### config.mk
export PLATFORM = sky130hd
export DESIGN_NAME = ysyx_210544_wb_stage
export DESIGN_NICKNAME = d
export VERILOG_FILES = /design/src/rtl/ysyx_210544_wb_stage.sv
export SDC_FILE = /design/constraint.sdc
export NUM_CORES = 1
export LEC_CHECK = 0
export ABC_AREA = 1
export CORE_UTILIZATION = 36
export CTS_CLUSTER_SIZE = 30
export DETAILED_ROUTE_END_ITERATION = 12
export DONT_BUFFER_PORTS = 1
export HOLD_SLACK_MARGIN = 0.02
export SLEW_MARGIN = 20
export SYNTH_ARGS = -nofsm -noshare
export SYNTH_HDL_FRONTEND = slang
export SYNTH_SLANG_ARGS = --single-unit
### constraint.sdc
create_clock -name clk -period 19.6 [get_ports clk]
set_input_delay 2.94 -clock clk [delete_from_list [all_inputs] [get_ports clk]]
set_output_delay 2.94 -clock clk [all_outputs]
set_load 0.01 [all_outputs]
### src/rtl/ysyx_210544_wb_stage.sv
// Write-back stage: one instruction in flight, single regfile write port, commit pulse, retired counter.
// Optional operand-forwarding outputs are enabled by defining YSYX_210544_WB_FWD_EN.
module ysyx_210544_wb_stage #(
  parameter int INSTRET_W = 64
) (
  input  logic                 clk,
  input  logic                 rst,
  input  logic                 i_wb_memoryed_req,
  output logic                 o_wb_memoryed_ack,
  output logic                 o_wb_writebacked_req,
  input  logic                 i_wb_writebacked_ack,
  input  logic [63:0]          i_wb_pc,
  input  logic [31:0]          i_wb_inst,
  input  logic [4:0]           i_wb_rd,
  input  logic                 i_wb_rd_wen,
  input  logic [63:0]          i_wb_rd_wdata,
  input  logic                 i_wb_nocmt,
  input  logic                 i_wb_skipcmt,
  input  logic [31:0]          i_wb_intrNo,
  output logic [4:0]           o_wb_rd,
  output logic                 o_wb_rd_wen,
  output logic [63:0]          o_wb_rd_wdata,
  output logic                 o_wb_cmt_valid,
  output logic [63:0]          o_wb_cmt_pc,
  output logic [31:0]          o_wb_cmt_inst,
  output logic                 o_wb_cmt_skip,
  output logic [31:0]          o_wb_intrNo,
  output logic [INSTRET_W-1:0] o_wb_instret
`ifdef YSYX_210544_WB_FWD_EN
  ,
  output logic                 o_wb_fwd_valid,
  output logic [4:0]           o_wb_fwd_rd,
  output logic [63:0]          o_wb_fwd_data
`endif
);

  // state | meaning
  // IDLE  | ready to accept a result from the memory stage
  // WRITE | regfile write + commit pulse, completion offered to fetch
  // WAIT  | completion still pending, no further writes or commits
  typedef enum logic [1:0] {IDLE = 2'd0, WRITE = 2'd1, WAIT = 2'd2} state_e;

  state_e                 state_q, state_d;
  logic [63:0]            pc_q;
  logic [31:0]            inst_q;
  logic [4:0]             rd_q;
  logic                   rd_wen_q;
  logic [63:0]            rd_wdata_q;
  logic                   nocmt_q;
  logic                   skipcmt_q;
  logic [31:0]            intr_q;
  logic [INSTRET_W-1:0]   instret_q, instret_d;

  logic mem_hs;
  logic wb_hs;
  logic rd_write;

  assign o_wb_memoryed_ack    = (state_q == IDLE);
  assign o_wb_writebacked_req = (state_q != IDLE);
  assign mem_hs   = i_wb_memoryed_req & o_wb_memoryed_ack;
  assign wb_hs    = o_wb_writebacked_req & i_wb_writebacked_ack;
  assign rd_write = rd_wen_q & (rd_q != 5'd0);

  always_comb begin
    state_d   = state_q;
    instret_d = instret_q;
    case (state_q)
      IDLE:    if (mem_hs) state_d = WRITE;
      WRITE: begin
        state_d = i_wb_writebacked_ack ? IDLE : WAIT;
        if (!nocmt_q) instret_d = instret_q + {{(INSTRET_W-1){1'b0}}, 1'b1};
      end
      WAIT:    if (i_wb_writebacked_ack) state_d = IDLE;
      default: state_d = IDLE;
    endcase
  end

  always_ff @(posedge clk or posedge rst) begin
    if (rst) begin
      state_q    <= IDLE;
      pc_q       <= 64'd0;
      inst_q     <= 32'd0;
      rd_q       <= 5'd0;
      rd_wen_q   <= 1'b0;
      rd_wdata_q <= 64'd0;
      nocmt_q    <= 1'b0;
      skipcmt_q  <= 1'b0;
      intr_q     <= 32'd0;
      instret_q  <= '0;
    end else begin
      state_q   <= state_d;
      instret_q <= instret_d;
      if (mem_hs) begin
        pc_q       <= i_wb_pc;
        inst_q     <= i_wb_inst;
        rd_q       <= i_wb_rd;
        rd_wen_q   <= i_wb_rd_wen;
        rd_wdata_q <= i_wb_rd_wdata;
        nocmt_q    <= i_wb_nocmt;
        skipcmt_q  <= i_wb_skipcmt;
        intr_q     <= i_wb_intrNo;
      end else if (wb_hs) begin
        intr_q <= 32'd0;
      end
    end
  end

  // Write and commit strobes are confined to the single WRITE cycle.
  assign o_wb_rd_wen    = (state_q == WRITE) & rd_write;
  assign o_wb_cmt_valid = (state_q == WRITE) & ~nocmt_q;
  assign o_wb_rd        = rd_q;
  assign o_wb_rd_wdata  = rd_wdata_q;
  assign o_wb_cmt_pc    = pc_q;
  assign o_wb_cmt_inst  = inst_q;
  assign o_wb_cmt_skip  = skipcmt_q;
  assign o_wb_intrNo    = intr_q;
  assign o_wb_instret   = instret_q;

`ifdef YSYX_210544_WB_FWD_EN
  assign o_wb_fwd_valid = (state_q != IDLE) & rd_write;
  assign o_wb_fwd_rd    = rd_q;
  assign o_wb_fwd_data  = rd_wdata_q;
`endif

endmodule

---- Word-level counts from Yosys, hierarchy flattened ----
Cells that the tools add are included.
W data, S select, Z words.
operators by class
  add/sub/neg operators ................... 1
  equality and inequality tests ........... 4
  muxes and demuxes ....................... 6
  bitwise gates (word level) .............. 6
  reductions and logical operators ........ 6
operator list
  kind                     number
  $add A64 B1 Y64 const B  1
  $mux W32                 2
  $mux W2                  3
  $pmux W2 S3              1
  $and A1 B1 Y1            5
  $reduce_bool A5 Y1       1
  $reduce_and A2 Y1        2
  $reduce_bool A2 Y1       2
  $eq A2 B1 Y1 const B     1
  $eq A2 B2 Y1 const B     1
  $logic_not A2 Y1         1
  $ne A2 B1 Y1 const B     1
  $ne A2 B2 Y1 const B     1
  $not A1 Y1               1
storage, ports and cells
  register bits after elaboration ......... 266
  input port bits ......................... 204
  output and inout port bits .............. 266
  logic and storage cells ................. 33

---- Logic depth before layout (Yosys ltp) ----
  depth in word-level cells ............... 4
  mapped depth ............................ 10
  mapped depth without buffers ............ 10

---- Least setup slack after synthesis ----
No wires, ideal clock.
  path kind ............................... reg2out
  start ................................... register state_q[1]
  end ..................................... output port o_wb_cmt_valid
  arrival time ............................ 1.010 ns
  setup slack ............................. 15.650 ns
  stages on the path, launching flop included .. 6
  buffers on the path ..................... 2
  path through ............................ dfrtp_1 -> inv_1 -> nand2_2 -> nor2_4 -> buf_6 -> buf_4
between the ends
  longest elaborated chain between the ends .. 2
RTL lines
  item                    line  RTL
  from (decl)             43    state_e state_q, state_d;
  from (signal assigned)  91    state_q <= state_d;
  $eq A2 B1 Y1            110   assign o_wb_cmt_valid = (state_q == WRITE) & ~nocmt_q;
  $and A1 B1 Y1           110
  to (decl)               23    output logic o_wb_cmt_valid,
Every way passes these cells.

---- Final worst setup path ----
  start ................................... register state_q[0]
  end ..................................... output port o_wb_writebacked_req
between the ends
  longest elaborated chain between the ends .. 1
RTL lines
  item                line  RTL
  $reduce_bool A2 Y1  59    assign o_wb_writebacked_req = (state_q != IDLE);
  to (decl)           10    output logic o_wb_writebacked_req,
Every way passes these cells.

==> out/qor.csv <==
metric;value;unit
status;finished clean;
syn_area_per_cell;8.27;um2
antenna_left;0;
power;1.45;mW
syn_nets;1614;
routed_wl;33.7;mm
yosysSeqAreaShare;0.571;
skew;7.85;ps
clock_tree.root_cell;clkbuf_16;
fin_area;12800;um2
n_antenna_cell;0;
r2r_slack;16280;ps
critPathMaxFanout;4;
synth_top_family_by_area;simple AND/OR/NAND/NOR gates;
slew_headroom;0.296;
synth_top_area_frac;0.571;
cts.sinks;266;
synth-seq-cells;266;
fmax;210;MHz
initial_core_util;0.367;
core_area;31700;um2
crit_type;register to output port;
max_cap_viol_count;0;
post_cts_buffers;0;
overflow;0;
numPlacedInstances;1768;
synth-compound-area-share;0.00558;
wire_per_inst;18.5;um
placementRows;65;
r2r-start;state_q[0]$_DFFE_PP0P_;
netlist_instances;1409;
grt_max_degree;142;
synth_area_leaders;dfrtp_1, nand2_1, nor2_1;
synth_cell_type_count;32;
hpwl;24.7;mm
antenna_found_initial;0;
whs;515;ps
dieArea;33100;um2
synth-edff-count;0;
dr.pass1.iters;5;
die_w;182;um
yosys-top-cells-count;nand2_1, dfrtp_1, nor2_1;
reg2reg_depth;7;
fin_crit_sh;0.243;
setup_tns;0;ps
end_kind;output port;
synthAdderAreaFrac;0.00107;
fin_cells;1820;
area_delta_synth_final;10.2;%
via_per_inst;4.93;
io_buffers;0;
required;16660;ps
hold_buffers;0;
ctsLongestPathBuffers;3;
synthSimpleGateAreaFrac;0.348;
grt_use_total;0.202;
htreeDepth;1;
rr_endpoint;o_wb_rd_wdata[30]$_DFFE_PP0N_;
cts_tree;built;
setup_slack;14830;ps
synth.most_common_cell;nand2_1;
vias;8975;
place_ws;14120;ps
p_leak;6.69;nW
die_y;182;um
ir_drop;0.0000911;V
power_density;113;nW/um2
worst_slew_pin_slew;1050;ps
rsz0062_at_grt;false;
critPathLaunch;state_q[0]$_DFFE_PP0P_;
setup_viol;0;
gp_congestion;0.914;
insertion_delay;550;ps
cts_buffers;29;
hp-class;register to register;
place_area;11900;um2
synth.mux.area_fraction;0;
crit_end;o_wb_writebacked_req;
arrival;1830;ps
async_flop_share;1.00;
nets;1602;
path_clk_slew;60;ps
synthXorXnorAreaFrac;0.0256;
hold_viol;0;
drive_above_1_share;0.0635;
yosysWarnings;0;
synth.cell_area;11700;um2
drtIter0Drc;533;
min_period;4770;ps
drv_slew;0;
synth_ff_type;dfrtp_1;
utilization;0.405;
cts.repair.resized;0;
grt_first_pass_wirelength;52.5;mm
crit_path_start_kind;register;
yosysTopAreaCell;dfrtp_1;
ioPinCount;470;
post-route-drc-count;0;
grt_pass1_vias;8996;
power by group:
part	total [mW]	switching, mW	internal (mW)
sequential	0.780	0.136	0.644
combinational	0.146	0.0977	0.0483
clock	0.528	0.219	0.310
critical path, cell delays in order, from the launching register on:
cell,delay (ps)
dfrtp_1,410
nor2_1,570
inv_1,290
sequential cells by signal, indices dropped and copies added, names as in the netlist:
register and flops:
o_wb_rd_wdata 64, o_wb_intrNo 32, o_wb_cmt_skip 1, state_q 2
rd_wen_q 1, o_wb_cmt_pc 64, o_wb_cmt_inst 32, o_wb_rd 5
o_wb_instret 64, nocmt_q 1
cell usage in the layout (no fill, tap or decap), drive strengths merged:
cell,count
nand3b,20
clkbuf,45
buf,6
nor4,1
nor3,7
dfrtp,266
o21ai,13
bufinv,1
nand4,11
nor2,104
ha,1
nand2,772
clkinv,5
inv,67
clkinvlp,1
xor2,14
xnor2,20
and2,2
nand3,62
routing by layer:
| layer | GRT usage | wire [um] | share of wire | vias to the layer above |
|---|---|---|---|---|
| li1 | - | - | - | 4291 |
| met1 | 0.248 | 13700 | 0.41 | 4208 |
| met2 | 0.337 | 16000 | 0.47 | 399 |
| met3 | 0.0568 | 2950 | 0.087 | 77 |
| met4 | 0.0723 | 1120 | 0.033 | 0 |
| met5 | 0 | 0 | 0 | - |
how the worst min path moves through the flow:
| stage | start | endpoint | slack, ps | depth (start not counted) |
|---|---|---|---|---|
| floorplan | rd_wen_q$_DFFE_PP0N_ | rd_wen_q$_DFFE_PP0N_ | 450 | 2 |
| global placement | rd_wen_q$_DFFE_PP0N_ | rd_wen_q$_DFFE_PP0N_ | 510 | 2 |
| detailed placement | rd_wen_q$_DFFE_PP0N_ | rd_wen_q$_DFFE_PP0N_ | 520 | 2 |
| CTS | rd_wen_q$_DFFE_PP0N_ | rd_wen_q$_DFFE_PP0N_ | 530 | 2 |
| global route | rd_wen_q$_DFFE_PP0N_ | rd_wen_q$_DFFE_PP0N_ | 550 | 2 |
| finish | rd_wen_q$_DFFE_PP0N_ | rd_wen_q$_DFFE_PP0N_ | 510 | 2 |
kinds of logic (layout without fill, tap and decap cells):
kind of cell / count (synthesis) / count (layout)
XOR/XNOR: 34 / 34
AND/OR/NAND/NOR: 979 / 979
AO/OA/AOI/OAI: 13 / 13
flip-flops: 266 / 266
adder cells (fa/ha/maj): 1 / 1
buffers and inverters: 116 / 125
final cells by class:
cell class                      count  area (um2)
Sequential cell                   266        6660
Clock inverter                      7        81.3
Multi-Input combinational cell   1027        4440
Fill cell                        3241       18900
Timing Repair Buffer                6        48.8
Clock buffer                       45         846
Inverter                           67         269
Tap cell                          402         503
(Power assumes the default switching activity.)
